## src/rtl/jericalla_pkg.sv

```systemverilog
// Shared Jericalla definitions: instruction layout, opcodes, fetch FSM states and sizing.
package jericalla_pkg;

  localparam int unsigned INSTR_WIDTH = 17;
  localparam int unsigned IMEM_DEPTH  = 32;
  localparam int unsigned ADDR_WIDTH  = $clog2(IMEM_DEPTH);
  localparam int unsigned FIFO_DEPTH  = 4;

  localparam int unsigned OPCODE_MSB = 16;
  localparam int unsigned OPCODE_LSB = 15;
  localparam int unsigned WR_MSB     = 14;
  localparam int unsigned WR_LSB     = 10;
  localparam int unsigned RDA_MSB    = 9;
  localparam int unsigned RDA_LSB    = 5;
  localparam int unsigned RDB_MSB    = 4;
  localparam int unsigned RDB_LSB    = 0;

  typedef enum logic [1:0] {
    OP_ADD  = 2'b00,
    OP_SUB  = 2'b01,
    OP_TERN = 2'b10,
    OP_SW   = 2'b11
  } opcode_e;

  typedef struct packed {
    opcode_e    opcode;
    logic [4:0] wr;
    logic [4:0] rda;
    logic [4:0] rdb;
  } instr_t;

  typedef enum logic [1:0] {
    IDLE  = 2'b00,
    FETCH = 2'b01,
    DRAIN = 2'b10,
    DONE  = 2'b11
  } fetch_state_t;

endpackage

```

## src/rtl/jericalla_fetch_fifo.sv

```systemverilog
// Synchronous prefetch FIFO with registered count/full/empty; clear drops all entries.
module jericalla_fetch_fifo #(
  parameter int unsigned WIDTH = 17,
  parameter int unsigned DEPTH = 4,
  localparam int unsigned PTR_W = $clog2(DEPTH),
  localparam int unsigned CNT_W = $clog2(DEPTH + 1)
) (
  input  logic             clock,
  input  logic             reset_n,
  input  logic             clear,
  input  logic             push,
  input  logic             pop,
  input  logic [WIDTH-1:0] din,
  output logic [WIDTH-1:0] dout,
  output logic [CNT_W-1:0] count,
  output logic             full,
  output logic             empty
);

  logic [WIDTH-1:0] store [DEPTH];
  logic [PTR_W-1:0] wr_ptr;
  logic [PTR_W-1:0] rd_ptr;
  logic             do_push_c;
  logic             do_pop_c;
  logic [CNT_W-1:0] count_nxt_c;

  // A push into a full FIFO is accepted only when a pop frees a slot in the same cycle
  always_comb begin
    do_pop_c    = pop && !empty;
    do_push_c   = push && (!full || do_pop_c);
    count_nxt_c = count;
    if (do_push_c && !do_pop_c) begin
      count_nxt_c = count + CNT_W'(1);
    end else if (!do_push_c && do_pop_c) begin
      count_nxt_c = count - CNT_W'(1);
    end
  end

  always_ff @(posedge clock or negedge reset_n) begin
    if (!reset_n) begin
      wr_ptr <= '0;
      rd_ptr <= '0;
      count  <= '0;
      full   <= 1'b0;
      empty  <= 1'b1;
      for (int i = 0; i < int'(DEPTH); i++) begin
        store[i] <= '0;
      end
    end else if (clear) begin
      wr_ptr <= '0;
      rd_ptr <= '0;
      count  <= '0;
      full   <= 1'b0;
      empty  <= 1'b1;
    end else begin
      if (do_push_c) begin
        store[wr_ptr] <= din;
        wr_ptr        <= wr_ptr + PTR_W'(1);
      end
      if (do_pop_c) begin
        rd_ptr <= rd_ptr + PTR_W'(1);
      end
      count <= count_nxt_c;
      full  <= (count_nxt_c == CNT_W'(DEPTH));
      empty <= (count_nxt_c == '0);
    end
  end

  assign dout = store[rd_ptr];

endmodule

```

## src/rtl/jericalla_fetch_unit.sv

```systemverilog
// Jericalla fetch stage: loadable imem, PC/FSM, prefetch FIFO with valid/ready output.
// JERICALLA_FETCH_LOOP_EN: wrap pc to start_addr after last_addr instead of draining.
module jericalla_fetch_unit
  import jericalla_pkg::*;
(
  input  logic                   clock,
  input  logic                   reset_n,
  input  logic                   load_we,
  input  logic [ADDR_WIDTH-1:0]  load_addr,
  input  logic [INSTR_WIDTH-1:0] load_data,
  input  logic                   start,
  input  logic [ADDR_WIDTH-1:0]  start_addr,
  input  logic [ADDR_WIDTH-1:0]  last_addr,
  input  logic                   flush,
  output logic [INSTR_WIDTH-1:0] instr_out,
  output logic                   instr_valid,
  input  logic                   instr_ready,
  output logic [ADDR_WIDTH-1:0]  pc_out,
  output logic                   busy,
  output logic                   done
);

  localparam int unsigned CNT_W = $clog2(FIFO_DEPTH + 1);
  localparam int unsigned SUM_W = CNT_W + 1;

  fetch_state_t          state;
  instr_t                imem [IMEM_DEPTH];
  instr_t                rd_data;
  logic                  inflight;
  logic [ADDR_WIDTH-1:0] pc;
  logic [ADDR_WIDTH-1:0] end_pc;
  logic                  one_word;
`ifdef JERICALLA_FETCH_LOOP_EN
  logic [ADDR_WIDTH-1:0] first_pc;
`endif
  logic [CNT_W-1:0]      fifo_count;
  logic                  fifo_full;
  logic                  fifo_empty;
  logic                  idle_like_c;
  logic                  issue_c;
  logic                  pop_c;
  logic                  last_issue_c;

  // Issue only when the FIFO can absorb every word already requested
  always_comb begin
    idle_like_c  = (state == IDLE) || (state == DONE);
    issue_c      = (state == FETCH) && !flush && !fifo_full &&
                   ((SUM_W'(fifo_count) + SUM_W'(inflight)) < SUM_W'(FIFO_DEPTH));
    pop_c        = instr_valid && instr_ready && !flush;
    last_issue_c = (pc == end_pc) || one_word;
  end

  always_ff @(posedge clock) begin
    if (load_we && idle_like_c) begin
      imem[load_addr] <= instr_t'(load_data);
    end
    if (issue_c) begin
      rd_data <= imem[pc];
    end
  end

  always_ff @(posedge clock or negedge reset_n) begin
    if (!reset_n) begin
      state    <= IDLE;
      pc       <= '0;
      end_pc   <= '0;
      one_word <= 1'b0;
`ifdef JERICALLA_FETCH_LOOP_EN
      first_pc <= '0;
`endif
      inflight <= 1'b0;
      busy     <= 1'b0;
      done     <= 1'b0;
    end else begin
      inflight <= issue_c;
      if (flush) begin
        state <= IDLE;
        busy  <= 1'b0;
        done  <= 1'b0;
      end else begin
        case (state)
          IDLE, DONE: begin
            if (start) begin
              state    <= FETCH;
              pc       <= start_addr;
              end_pc   <= last_addr;
              one_word <= (start_addr > last_addr);
`ifdef JERICALLA_FETCH_LOOP_EN
              first_pc <= start_addr;
`endif
              busy     <= 1'b1;
              done     <= 1'b0;
            end
          end
          FETCH: begin
            if (issue_c) begin
              if (last_issue_c) begin
`ifdef JERICALLA_FETCH_LOOP_EN
                pc <= first_pc;
`else
                pc    <= pc + ADDR_WIDTH'(1);
                state <= DRAIN;
`endif
              end else begin
                pc <= pc + ADDR_WIDTH'(1);
              end
            end
          end
          DRAIN: begin
            if (!inflight && fifo_empty) begin
              state <= DONE;
              busy  <= 1'b0;
              done  <= 1'b1;
            end
          end
          default: state <= IDLE;
        endcase
      end
    end
  end

  jericalla_fetch_fifo #(
    .WIDTH (INSTR_WIDTH),
    .DEPTH (FIFO_DEPTH)
  ) u_fifo (
    .clock   (clock),
    .reset_n (reset_n),
    .clear   (flush),
    .push    (inflight),
    .pop     (pop_c),
    .din     (rd_data),
    .dout    (instr_out),
    .count   (fifo_count),
    .full    (fifo_full),
    .empty   (fifo_empty)
  );

  assign instr_valid = !fifo_empty;
  assign pc_out      = pc;

endmodule

```

## config.mk

```make
export PLATFORM = sky130hd
export DESIGN_NAME = jericalla_fetch_unit
export DESIGN_NICKNAME = d
export VERILOG_FILES = /design/src/rtl/jericalla_pkg.sv /design/src/rtl/jericalla_fetch_fifo.sv /design/src/rtl/jericalla_fetch_unit.sv
export SDC_FILE = /design/constraint.sdc
export NUM_CORES = 1
export LEC_CHECK = 0
export ABC_AREA = 1
export CAP_MARGIN = 20
export CELL_PAD_IN_SITES_DETAIL_PLACEMENT = 2
export CELL_PAD_IN_SITES_GLOBAL_PLACEMENT = 2
export CORE_AREA = 2 2 266 268
export DETAILED_ROUTE_END_ITERATION = 8
export DIE_AREA = 0 0 268 270
export PLACE_DENSITY_LB_ADDON = 0.25
export SYNTH_ARGS = -nofsm -noshare
export SYNTH_HDL_FRONTEND = slang
export SYNTH_SLANG_ARGS = --single-unit
```

## constraint.sdc

```tcl
create_clock -name clock -period 2.3 [get_ports clock]
set_input_delay 0.69 -clock clock [delete_from_list [all_inputs] [get_ports clock]]
set_output_delay 0.69 -clock clock [all_outputs]
set_load 0.01 [all_outputs]
```

Word-level counts from Yosys, hierarchy flattened
Memories as Yosys holds them, arrays and structs flattened. A register that Yosys moved wholly into a read port is not among the register bits.
Index checks and enable logic that the tools add are counted.
Widths: inputs -> output; s select.

word-level totals
  RAM bits = 544
  memories kept = 1
  output and inout port bits = 25
  word-level logic and storage cells = 109
  register bits = 93
  bits of input ports = 38

cells by class
  equal/unequal tests = 11
  magnitude comparators = 5
  $add $sub $neg = 6
  bitwise gates (word level) = 3
  reductions and logical operators = 33
  multiplexer cells = 34

memory list
  name  words  width  rd ports  clocked after memory_dff  write ports  line                        RTL
  imem  32     17     1         1                         1            jericalla_fetch_unit.sv:27  instr_t imem [IMEM_DEPTH];

operators by type and width
  cell                 number
  $bwmux 68            1
  $mux 17              3
  $bmux 17 s2          1
  $demux 17 s2         1
  $mux 2               9
  $logic_and 1x1->1    12
  $ne 3x3->1 const B   4
  $mux 1               10
  $mux 5               2
  $pmux 5 s2           1
  $mux 3               3
  $reduce_and 4->1     2
  $ge 3x3->1 const B   2
  $logic_not 1->1      6
  $not 2->3            2
  $pmux 2 s3           1
  $reduce_and 3->1     2
  $reduce_bool 2->1    3
  $add 5x1->5 const B  1
  $eq 5x5->1           1
  $gt 5x5->1           1
  $add 2x1->2 const B  2
  $add 3x1->4          1
  $eq 2x2->1 const B   2
  other kinds (15)     19

Depth between registers and ports, before layout
  depth in word-level cells = 12
  depth in mapped cells = 14
  depth with buffers taken out = 11

Hierarchy
A second synthesis with hierarchy kept.

second synthesis, totals
  cell total of the unflattened synthesis = 2,293
  area, all modules = 26,959.6 um^2

by module, submodules not included
  module                cells each  seq. area each (um^2)  area each (um^2)  times used
  jericalla_fetch_unit  1,888       17,246.5               23,328.6          1
  jericalla_fetch_fifo  405         1,928.1                3,631.0           1

Least setup slack after synthesis
OpenSTA, ideal clock, no wires.

  path kind = register -> register
  start point = register state[0]
  end point = memory imem[0][0] (netlist bit) (enable)
  data required time = 1.909 ns
  setup slack = 0.049 ns
  period minus slack after synthesis = 2.251 ns
  arrival time = 1.860 ns
  cell stages (with the launch flop) = 7
  path buffers = 0
  cell sequence = dfrtp_1 > inv_1 > ha_1 > nand2_1 > inv_1 > nand3_1 > nor2_1

on the way
  longest elaborated chain between the ends = 5
  elaborated cells between the ends (all ways) = 6
  classes of those cells = eq/ne (1); mux (2); reduce/logical (3)

RTL lines
  element                                               line                        RTL
  start, declared                                       jericalla_fetch_unit.sv:26  fetch_state_t state;
  start signal, assigned                                jericalla_fetch_unit.sv:64  state <= IDLE;
  start signal, assigned                                jericalla_fetch_unit.sv:77  state <= IDLE;
  start signal, assigned                                jericalla_fetch_unit.sv:84  state <= FETCH;
  $eq 2x2->1 / $logic_not 2->1 (equally long branches)  jericalla_fetch_unit.sv:46  idle_like_c = (state == IDLE) || (state == DONE);
  $logic_or 1x1->1 (*)                                  jericalla_fetch_unit.sv:46
  $logic_and 1x1->1 (*)                                 jericalla_fetch_unit.sv:54  if (load_we && idle_like_c) begin
  $mux 1 (*)                                            jericalla_fetch_unit.sv:54
  $mux 1 (not written as such) (*)                      jericalla_fetch_unit.sv:55  imem[load_addr] <= instr_t'(load_data);
  end, declared                                         jericalla_fetch_unit.sv:27

Mark *: on every way between the ends. The rest lies on a longest branch, timed or not.

Worst setup path in the final report
  start point = register u_fifo.rd_ptr[0]
  end point = output instr_out[16]

on the way
  longest elaborated chain between the ends = 4

RTL lines
  element                                      line                        RTL
  start, declared                              jericalla_fetch_fifo.sv:22  logic [PTR_W-1:0] rd_ptr;
  start signal, assigned                       jericalla_fetch_fifo.sv:61  rd_ptr <= rd_ptr + PTR_W'(1);
  $not 2->3 (not written as such)              jericalla_fetch_fifo.sv:69  assign dout = store[rd_ptr];
  $bmux 17 s2                                  jericalla_fetch_fifo.sv:69
  $mux 17 (not written as such) (2 in series)  jericalla_fetch_fifo.sv:69
  end, declared                                jericalla_fetch_unit.sv:15  output logic [INSTR_WIDTH-1:0] instr_out,

Every way passes these cells. The select of a mux whose other input is x is not followed.

==> flow_summary.json <==
{
  "rsz0062_at_grt": "yes",
  "yosysSeqAreaShare": 0.715,
  "root_buffer": "clkbuf_16",
  "cp.required_ps": 1610,
  "worstRegToRegCells": 10,
  "synthArstFlopShare": 0.142,
  "intPower_mw": 26.4,
  "yosysWarnings": 0,
  "start_kind": "register",
  "cp-end-kind": "output port",
  "vias_per_cell": 5.55,
  "n_antenna_cell": 0,
  "slowest_delay_ps": 450,
  "grt_max_degree": 49,
  "met1_usage": 0.327,
  "fillerInstances": 6834,
  "ios": 63,
  "period_minus_slack_ps": 2510,
  "min_period_over_period": 1.09,
  "dp_slack_ps": -251,
  "cts_sinks": 654,
  "wire_per_inst_um": 27.5,
  "p_seq_frac": 0.334,
  "grt.busiest_layer": "met2",
  "drc": 0,
  "clk_path_buf_depth": 3,
  "drt_iter0_drc": 1450,
  "synth_common_cells": "561 x edfxtp_1, 389 x nor2_1, 355 x nand2_1",
  "violations": "setup timing",
  "path_clk_slew_ps": 60,
  "cp.arrival_ps": 1820,
  "dominantRegCellSynth": "edfxtp_1",
  "r2r_setup_slack_ps": -40,
  "cts_made_buffers": 73,
  "total_leakage_power_nw": 12.2,
  "cts.hold.buffers_added": 0,
  "port-buffer-count": 62,
  "die_h_um": 270,
  "cap_viol_max_count": 0,
  "pwr_density_cell_nw_per_um2": 1280,
  "ys_top_cells_by_area": "edfxtp_1 63%, dfrtp_1 8.6%, nor2_1 5.4%, nand2_1 5.0%, o21ai_0 3.9%",
  "status": "finished with violations",
  "met2_usage": 0.461,
  "crit_path_cell_trace": "buf_6, o21ai_0, o22ai_1, buf_2",
  "fp.dieArea_um2": 72400,
  "slew_headroom": 0.628,
  "worstMarginPinSlew_ps": 559,
  "timing.hold.ws_ps": 32.7,
  "grt_pass1_wl_um": 139000,
  "syn-num-nets": 2331,
  "ys_seq_elements": 654,
  "postSynthCellCount": 2278,
  "gp_congestion": 0.784,
  "antenna_found_initial": 0,
  "design.core.area_um2": 69500,
  "wirelength_um": 95700,
  "r2r_end": "rd_data[7]$_DFFE_PP_",
  "final_hold_viol_count": 0,
  "ys_types": 35,
  "grt_overflow": 0,
  "area_delta_synth_final_pct": 23.2,
  "cp_top_family": "flip-flops",
  "crit_type": "register to output port",
  "crit_path_top_delay_cell": "dfrtp_2",
  "grt_use_met3": 0.0345,
  "fin_ws_ps": -213,
  "max_clock_freq_mhz": 398,
  "die_w_um": 268,
  "cts-htree-levels": 3,
  "row_count": 97,
  "yosysMostFrequentCell": "edfxtp_1",
  "yosysTopAreaCellShare": 0.628,
  "antenna_left": 0,
  "crit_fanout": 15,
  "syn_area_per_cell_um2": 11.8,
  "nNetsFinal": 2546,
  "final-setup-viol-count": 18,
  "p_sw_mw": 15.9,
  "yosys.area.top_type": "edfxtp_1",
  "syn-cell-area_um2": 26800,
  "total_power_mw": 42.3,
  "grt_pass1_vias": 21400,
  "skew_ps": 19.4,
  "p_comb_frac": 0.380,
  "via_count": 19300,
  "cts_tree": "yes",
  "hp-class": "input pin to asynchronous set/reset pin",
  "critPathBufInv": 2,
  "dp_hpwl_um": 56200,
  "initial_utilization": 0.386,
  "track_usage": 0.262,
  "p_clk_frac": 0.286,
  "insertion_delay_ps": 630,
  "sw_frac_of_total": 0.377,
  "peakVddDrop_mv": 0.651,
  "reg2reg_from": "pc_out[0]$_DFFE_PN0P_",
  "report.final.slew_viol_count": 0,
  "drive_gt1_frac": 0.174,
  "synth-edff-count": 561,
  "dr.pass1.iters": 5
}
per-layer routing:
metal / vias to the layer above / part of all wire
met2: 508 / 0.51
met3: 169 / 0.041
li1: 8489 / -
met5: - / 0
met4: 0 / 0.035
met1: 10200 / 0.41
power by group through the flow:
stage | sequential [mW] | clock [mW] | combinational (mW)
2_1_floorplan | 14.2 | 0 | 7.63
3_3_place_gp | 14.3 | 0 | 13.4
3_5_place_dp | 14.4 | 0 | 14.2
4_1_cts | 14.1 | 12.2 | 15.2
5_1_grt | 14.2 | 12.6 | 17.3
6_report | 14.1 | 12.1 | 16.1
cells in the final DEF (no fill, tap or decap), types with 5 or more instances in the layout:
cell type | Yosys | routed
a21oi_1 | 35 | 23
a21oi_2 | 4 | 15
buf_12 | 0 | 44
buf_16 | 0 | 6
buf_2 | 39 | 18
buf_4 | 8 | 137
buf_6 | 26 | 10
bufinv_16 | 0 | 9
clkbuf_1 | 55 | 10
clkbuf_16 | 0 | 82
clkdlybuf4s50_1 | 0 | 39
clkinv_1 | 4 | 20
clkinv_2 | 0 | 10
dfrtp_1 | 92 | 87
edfxtp_1 | 561 | 561
ha_1 | 15 | 15
inv_1 | 71 | 69
nand2_1 | 355 | 333
nand2_2 | 1 | 21
nand2_4 | 4 | 6
nand3_1 | 163 | 160
nor2_1 | 389 | 358
nor2_2 | 1 | 30
o211ai_1 | 72 | 72
o21ai_0 | 209 | 166
o21ai_1 | 117 | 146
o21ai_2 | 0 | 14
o22ai_1 | 34 | 29
o22ai_2 | 0 | 5
worst max path at each step:
stage	endpoint	depth (start not counted)	slack (ps)	startpoint
2_1_floorplan	imem[0][0]$_DFFE_PP_	6	50	state[0]$_DFFE_PN0P_
3_3_place_gp	imem[19][4]$_DFFE_PP_	7	-180	load_we
3_5_place_dp	imem[12][10]$_DFFE_PP_	7	-250	load_we
4_1_cts	instr_out[5]	5	-270	u_fifo.rd_ptr[0]$_DFFE_PN0P_
5_1_grt	instr_out[10]	5	-300	u_fifo.rd_ptr[0]$_DFFE_PN0P_
6_report	instr_out[16]	4	-210	u_fifo.rd_ptr[0]$_DFFE_PN0P_
what timing repair did:
action	CTS	global route
resized for setup	150	102
setup buffers	10	2
pin swaps	10	13
cloned	6	8
setup endpoints to repair	35	52
cell type report:
| cell class | count | area, um^2 | share of cell area |
|---|---|---|---|
| tap | 940 | 1180 | 0.0356 |
| multi-input combinational | 1413 | 6870 | 0.208 |
| clock inverter | 41 | 460 | 0.0139 |
| clock buffer | 88 | 1960 | 0.0592 |
| sequential | 654 | 19200 | 0.581 |
| timing repair inverter | 2 | 20.0 | 0.000606 |
| timing repair buffer | 270 | 3030 | 0.0917 |
| inverter | 79 | 338 | 0.0102 |
cells by family after synthesis:
| family | Yosys count | share of synthesized area |
|---|---|---|
| buffers and inverters | 211 | 0.0404 |
| AO/OA/AOI/OAI | 476 | 0.0980 |
| XOR/XNOR | 6 | 0.00196 |
| AND/OR/NAND/NOR | 916 | 0.138 |
| adder cells (fa/ha/maj) | 15 | 0.00700 |
| flip-flops | 654 | 0.715 |
registers in the layout (all words and copies together) (netlist names):
register and cells:
imem 544, u_fifo.store 68, rd_data 17, end_pc 5, pc_out 5, u_fifo.count 3, state 2, u_fifo.rd_ptr 2
u_fifo.wr_ptr 2, busy 1, done 1, inflight 1, one_word 1, u_fifo.empty 1, u_fifo.full 1
through the flow:
stage	TNS [ps]	std cells	utilization	instance area, um^2
floorplan	0	2278	-	26800
CTS	-3850	3479	0.470	32700
detailed placement	-103270	3334	0.429	29900
global placement	-77780	3334	0.429	29900
global route	-4070	3487	0.475	33000
finish	-2790	3487	0.475	33000
Power figures use the tool's default switching activity.
